### config.mk
export PLATFORM = sky130hd
export DESIGN_NAME = mem_port_arbiter
export DESIGN_NICKNAME = d
export VERILOG_FILES = /design/src/rtl/mem_port_arbiter.sv
export SDC_FILE = /design/constraint.sdc
export NUM_CORES = 1
export LEC_CHECK = 0
export CAP_MARGIN = 20
export CORE_MARGIN = 2
export CORE_UTILIZATION = 38
export CTS_CLUSTER_DIAMETER = 200
export DETAILED_ROUTE_END_ITERATION = 6
export GPL_ROUTABILITY_DRIVEN = 0
export PLACE_DENSITY = 0.78
export SYNTH_ARGS = -nofsm -noshare
export SYNTH_HDL_FRONTEND = slang
export SYNTH_SLANG_ARGS = --single-unit
export TNS_END_PERCENT = 1
### constraint.sdc
create_clock -name clk -period 2.9 [get_ports clk]
set_input_delay 0.435 -clock clk [delete_from_list [all_inputs] [get_ports clk]]
set_output_delay 0.435 -clock clk [all_outputs]
set_load 0.03 [all_outputs]
### src/rtl/mem_port_arbiter.sv
// Two-port round-robin arbiter onto a single registered cpu32e2 memory bus.
// In-order read responses are routed back to their requester through a tag FIFO.
module mem_port_arbiter #(
    parameter int unsigned ADDR_W  = 30,
    parameter int unsigned DATA_W  = 32,
    parameter int unsigned MAX_OUT = 4
) (
    input  logic              clk,
    input  logic              reset_n,
    input  logic [5:0]        rq0_cmd,
    input  logic [ADDR_W-1:0] rq0_addr,
    input  logic [DATA_W-1:0] rq0_wdata,
    output logic              rq0_ready,
    output logic              rq0_rvalid,
    input  logic [5:0]        rq1_cmd,
    input  logic [ADDR_W-1:0] rq1_addr,
    input  logic [DATA_W-1:0] rq1_wdata,
    output logic              rq1_ready,
    output logic              rq1_rvalid,
    output logic [DATA_W-1:0] rd_data,
    output logic [5:0]        mem_cmd,
    output logic [ADDR_W-1:0] mem_addr,
    output logic [DATA_W-1:0] mem_wdata,
    input  logic              mem_wait,
    input  logic              mem_rvalid,
    input  logic [DATA_W-1:0] mem_rdata,
    output logic              err
);

    localparam logic [5:0] CmdNoOp = 6'b000000;
    localparam logic [5:0] CmdRead = 6'b100000;
    localparam int unsigned PtrW   = $clog2(MAX_OUT);
    localparam int unsigned CntW   = $clog2(MAX_OUT) + 1;

    function automatic logic cmd_legal(input logic [5:0] c);
        case (c)
            6'b000000, 6'b100000,
            6'b011111, 6'b011100, 6'b010011,
            6'b011000, 6'b010100, 6'b010010, 6'b010001: return 1'b1;
            default:                                     return 1'b0;
        endcase
    endfunction

    logic [5:0]        mem_cmd_q, mem_cmd_d;
    logic [ADDR_W-1:0] mem_addr_q, mem_addr_d;
    logic [DATA_W-1:0] mem_wdata_q, mem_wdata_d;
    logic              last_grant_q, last_grant_d;
    logic [CntW-1:0]   count_q, count_d;
    logic [PtrW-1:0]   rd_ptr_q, rd_ptr_d, wr_ptr_q, wr_ptr_d;
    logic [MAX_OUT-1:0] tags_q, tags_d;

    logic legal0, legal1, slot_free, pop, push, read_room;
    logic elig0, elig1, gnt0, gnt1;

    always_comb begin
        legal0    = cmd_legal(rq0_cmd);
        legal1    = cmd_legal(rq1_cmd);
        slot_free = (mem_cmd_q == CmdNoOp) || !mem_wait;
        pop       = mem_rvalid && (count_q != '0);
        // A same-cycle pop frees the entry the new read will occupy.
        read_room = (count_q < CntW'(MAX_OUT)) || pop;

        elig0 = reset_n && slot_free && legal0 && (rq0_cmd != CmdNoOp) &&
                ((rq0_cmd != CmdRead) || read_room);
        elig1 = reset_n && slot_free && legal1 && (rq1_cmd != CmdNoOp) &&
                ((rq1_cmd != CmdRead) || read_room);

        gnt0 = elig0 && (!elig1 || last_grant_q);
        gnt1 = elig1 && !gnt0;
        push = (gnt0 && (rq0_cmd == CmdRead)) || (gnt1 && (rq1_cmd == CmdRead));
    end

    always_comb begin
        mem_cmd_d    = mem_cmd_q;
        mem_addr_d   = mem_addr_q;
        mem_wdata_d  = mem_wdata_q;
        last_grant_d = last_grant_q;
        if (slot_free) begin
            if (gnt0) begin
                mem_cmd_d    = rq0_cmd;
                mem_addr_d   = rq0_addr;
                mem_wdata_d  = rq0_wdata;
                last_grant_d = 1'b0;
            end else if (gnt1) begin
                mem_cmd_d    = rq1_cmd;
                mem_addr_d   = rq1_addr;
                mem_wdata_d  = rq1_wdata;
                last_grant_d = 1'b1;
            end else begin
                mem_cmd_d = CmdNoOp;
            end
        end
    end

    always_comb begin
        tags_d   = tags_q;
        wr_ptr_d = wr_ptr_q;
        rd_ptr_d = rd_ptr_q;
        count_d  = count_q;
        if (push) begin
            tags_d[wr_ptr_q] = gnt1;
            wr_ptr_d         = wr_ptr_q + 1'b1;
        end
        if (pop) begin
            rd_ptr_d = rd_ptr_q + 1'b1;
        end
        case ({push, pop})
            2'b10:   count_d = count_q + 1'b1;
            2'b01:   count_d = count_q - 1'b1;
            default: count_d = count_q;
        endcase
    end

    always_ff @(posedge clk or negedge reset_n) begin
        if (!reset_n) begin
            mem_cmd_q    <= CmdNoOp;
            mem_addr_q   <= '0;
            mem_wdata_q  <= '0;
            last_grant_q <= 1'b1;
            count_q      <= '0;
            rd_ptr_q     <= '0;
            wr_ptr_q     <= '0;
            tags_q       <= '0;
        end else begin
            mem_cmd_q    <= mem_cmd_d;
            mem_addr_q   <= mem_addr_d;
            mem_wdata_q  <= mem_wdata_d;
            last_grant_q <= last_grant_d;
            count_q      <= count_d;
            rd_ptr_q     <= rd_ptr_d;
            wr_ptr_q     <= wr_ptr_d;
            tags_q       <= tags_d;
        end
    end

    // Combinational outputs are gated so they read as idle while reset is held.
    always_comb begin
        mem_cmd    = mem_cmd_q;
        mem_addr   = mem_addr_q;
        mem_wdata  = mem_wdata_q;
        rq0_ready  = gnt0;
        rq1_ready  = gnt1;
        rd_data    = mem_rdata;
        rq0_rvalid = pop && !tags_q[rd_ptr_q];
        rq1_rvalid = pop && tags_q[rd_ptr_q];
        err        = reset_n && (!legal0 || !legal1 || (mem_rvalid && (count_q == '0)));
    end

endmodule

==> run_results.csv <==
group,metric,value,unit
status,status,"complete, but fails checks",
status,violations,"negative setup slack",
power,cellLeakagePower,0.00284,µW
clocking,clock-sinks,80,
critical_path,end_kind,"primary output",
synthesis,ys_warn_count,0,
detailed_routing,drcViolationCount,0,
placement,dp_worst_setup_slack,-0.345,ns
floorplanning,initial_core_util,0.386,
floorplanning,io_pins,277,
synthesis,yosysSeqAreaShare,0.434,
floorplanning,die_x,114,µm
timing,skew,0.00807,ns
critical_path,critPathSlowestCell,"or4_4",
critical_path,critPathMaxStageDelay,0.55,ns
detailed_routing,routed_wl,15200,µm
synthesis,synth_enable_flop_cells,0,
placement,post-dp-hpwl,10700,µm
synthesis,synth_cell_types,41,
power,power.total,5460,µW
global_routing,grt_max_degree,64,
detailed_routing,topRoutingLayerUsed,"met4",
clocking,cts-root-buf,"clkbuf_16",
detailed_routing,met1_length,5950,µm
timing,setup_slack,-0.0660,ns
global_routing,grt_first_pass_wirelength,23600,µm
floorplanning,std_cell_rows,40,
timing,worst_pin_slew,0.661,ns
critical_path,crit_required,2.47,ns
critical_path,cp_max_fo,4,
detailed_routing,ant_nets,0,
cells_and_area,multi_input_area,2060,µm²
cells_and_area,final_design_area_no_fill,7150,µm²
timing,slew_violations,0,
synthesis,synth_seq_cells,80,
synthesis,synth_nets,682,
detailed_routing,drtIter0Drc,355,
floorplanning,dieArea,13100,µm²
timing,setup-violations-final,1,
synthesis,synth_cells,504,
power,peakVddDrop,383,µV
critical_path,crit_top_cell,"a21boi_4",
job,maxCapViolations,0,
floorplanning,die_h,114,µm
timing,max_freq,0.337,GHz
placement,dpl_cell_area,6750,µm²
cells_and_area,fill_cells,1005,
placement,port_buffers,212,
synthesis,syn_area,4620,µm²
synthesis,yosys.area.top_type,"dfrtp_1",
synthesis,ys.flop_type,"dfrtp_1",
critical_path,arrival,2.53,ns
critical_path,crit_chain,"or4_4 -> o31ai_4 -> o211a_1 -> buf_4 -> a21boi_4 -> a21boi_4 -> buf_6",
clocking,cts_buffers,9,
floorplanning,core-area,12000,µm²
critical_path,start_kind,"flip-flop",
timing,rsz0062_at_grt,"yes",
critical_path,crit_type,"reg -> out",
global_routing,antenna_found_initial,0,
cells_and_area,diodes,0,
clocking,clk_latency,0.33,ns
synthesis,yosysMostFrequentCell,"dfrtp_1",
global_routing,track_usage,0.223,
timing,slew_headroom,0.559,
timing,period_needed,2.97,ns
detailed_routing,drt_pass1_iterations,5,
clocking,clk_pin_slew,0.06,ns
min_path,worstHoldPathType,"reg -> reg",
cells_and_area,post-route-util,0.598,
synthesis,synth_top_area_share,0.428,
detailed_routing,wire_per_inst,17.8,µm
detailed_routing,viasPerCell,5.71,
synthesis,synth_area_leaders,"dfrtp_1, a31oi_1, nand3_1",
synthesis,yosys-top-cells-count,"dfrtp_1, nand3_1, nor3_1",
clocking,h-tree-depth,3,
power,pwr_density_cell,763,nW/µm²
timing,fin_crit_sh,1.02,
cells_and_area,drive_gt1_frac,0.123,
synthesis,synthArstFlopShare,1.00,
clocking,ctsLongestPathBuffers,2,
cells_and_area,areaGrowthSynthToFinish,54.8,%
timing,hold_viol,0,
synthesis,syn_area_per_cell,9.17,µm²
detailed_routing,via_count,4865,
clocking,tritoncts,"done",
detailed_routing,met3_length,1110,µm
cells_and_area,finalNetCount,878,
cells_and_area,seqCellArea,2000,µm²
detailed_routing,route.met2.wl,7630,µm
global_routing,grt.overflow.total,0,
global_routing,grt_pass1_vias,4879,
[report_power, final]
group	internal, µW	total [µW]	switching (µW)
sequential	1520	1780	261
clock	678	1170	491
combinational	1160	2510	1350
[cell type report]
cell class | count | share of cell area
repair buffers | 265 | 0.357
multi-input cells | 333 | 0.288
flip-flops and latches | 80 | 0.280
clock buffers | 9 | 0.0315
well taps | 147 | 0.0257
clock inverters | 7 | 0.0112
inverters | 11 | 0.00577
[logic make-up after synthesis]
kind of cell,share of synthesized area
xor+xnor,0.0114
flops,0.434
fa+ha+maj,0.0179
compound gates,0.203
simple gates,0.185
mux,0.0192
buf+inv,0.130
[placed cells by master (no fill, tap or decap), types with 9 or more instances in the layout]
cell type,count
clkdlybuf4s50_1,204
dfrtp_1,79
nand3_1,67
nor3_1,65
o21ai_0,63
a31oi_1,62
buf_4,50
inv_1,11
clkbuf_16,9
[path summary, 6_finish.rpt]
check	start	cells after the start	slack, ns	end
worst max-delay path	mem_cmd[2]	7	-0.07	rq1_ready
worst min-delay path	rd_ptr_q[1]	1	0.48	rd_ptr_q[1]
worst max register to register	mem_cmd[2]	8	0.14	mem_wdata[23]
worst min register to register	rd_ptr_q[1]	1	0.48	rd_ptr_q[1]
max in group asynchronous	reset_n	3	1.51	mem_addr[18]
min in group asynchronous	reset_n	2	0.51	mem_addr[2]
[repair_timing]
| item | in CTS | in global routing |
|---|---|---|
| hold buffers | 1 | 0 |
| resized for setup | 9 | 9 |
| setup buffers | 0 | 8 |
| pin swaps | 0 | 4 |
| hold endpoints to repair | 3 | 0 |
| setup endpoints to repair | 4 | 10 |
[state kept, by name, summed over array words and instances, names as in the netlist]
register and flops:
mem_wdata 32, mem_addr 30, mem_cmd 6, tags_q 4, count_q 3, rd_ptr_q 2
wr_ptr_q 2, last_grant_q 1
[routing by layer]
layer  vias up  GRT usage
met1      2331      0.264
met5         -          0
met4         0      0.109
met2       258      0.390
li1       2228          -
met3        48     0.0408
[critical path: cells and delay by family, from the launching register on]
kind | cells | cell delay [ns]
compound gates | 4 | 0.98
buf+inv | 2 | 0.28
flops | 1 | 0.40
simple gates | 1 | 0.55
[stage by stage]
stage          instances  setup TNS (ns)  hold WS, ns
2_1_floorplan        504               0        0.139
3_3_place_gp         827           -1.63        0.270
3_5_place_dp         827           -7.45        0.272
4_1_cts              844         -0.0253        0.462
5_1_grt              852          -0.167        0.516
6_report             852         -0.0660        0.479
Power figures use the tool's default switching activity.
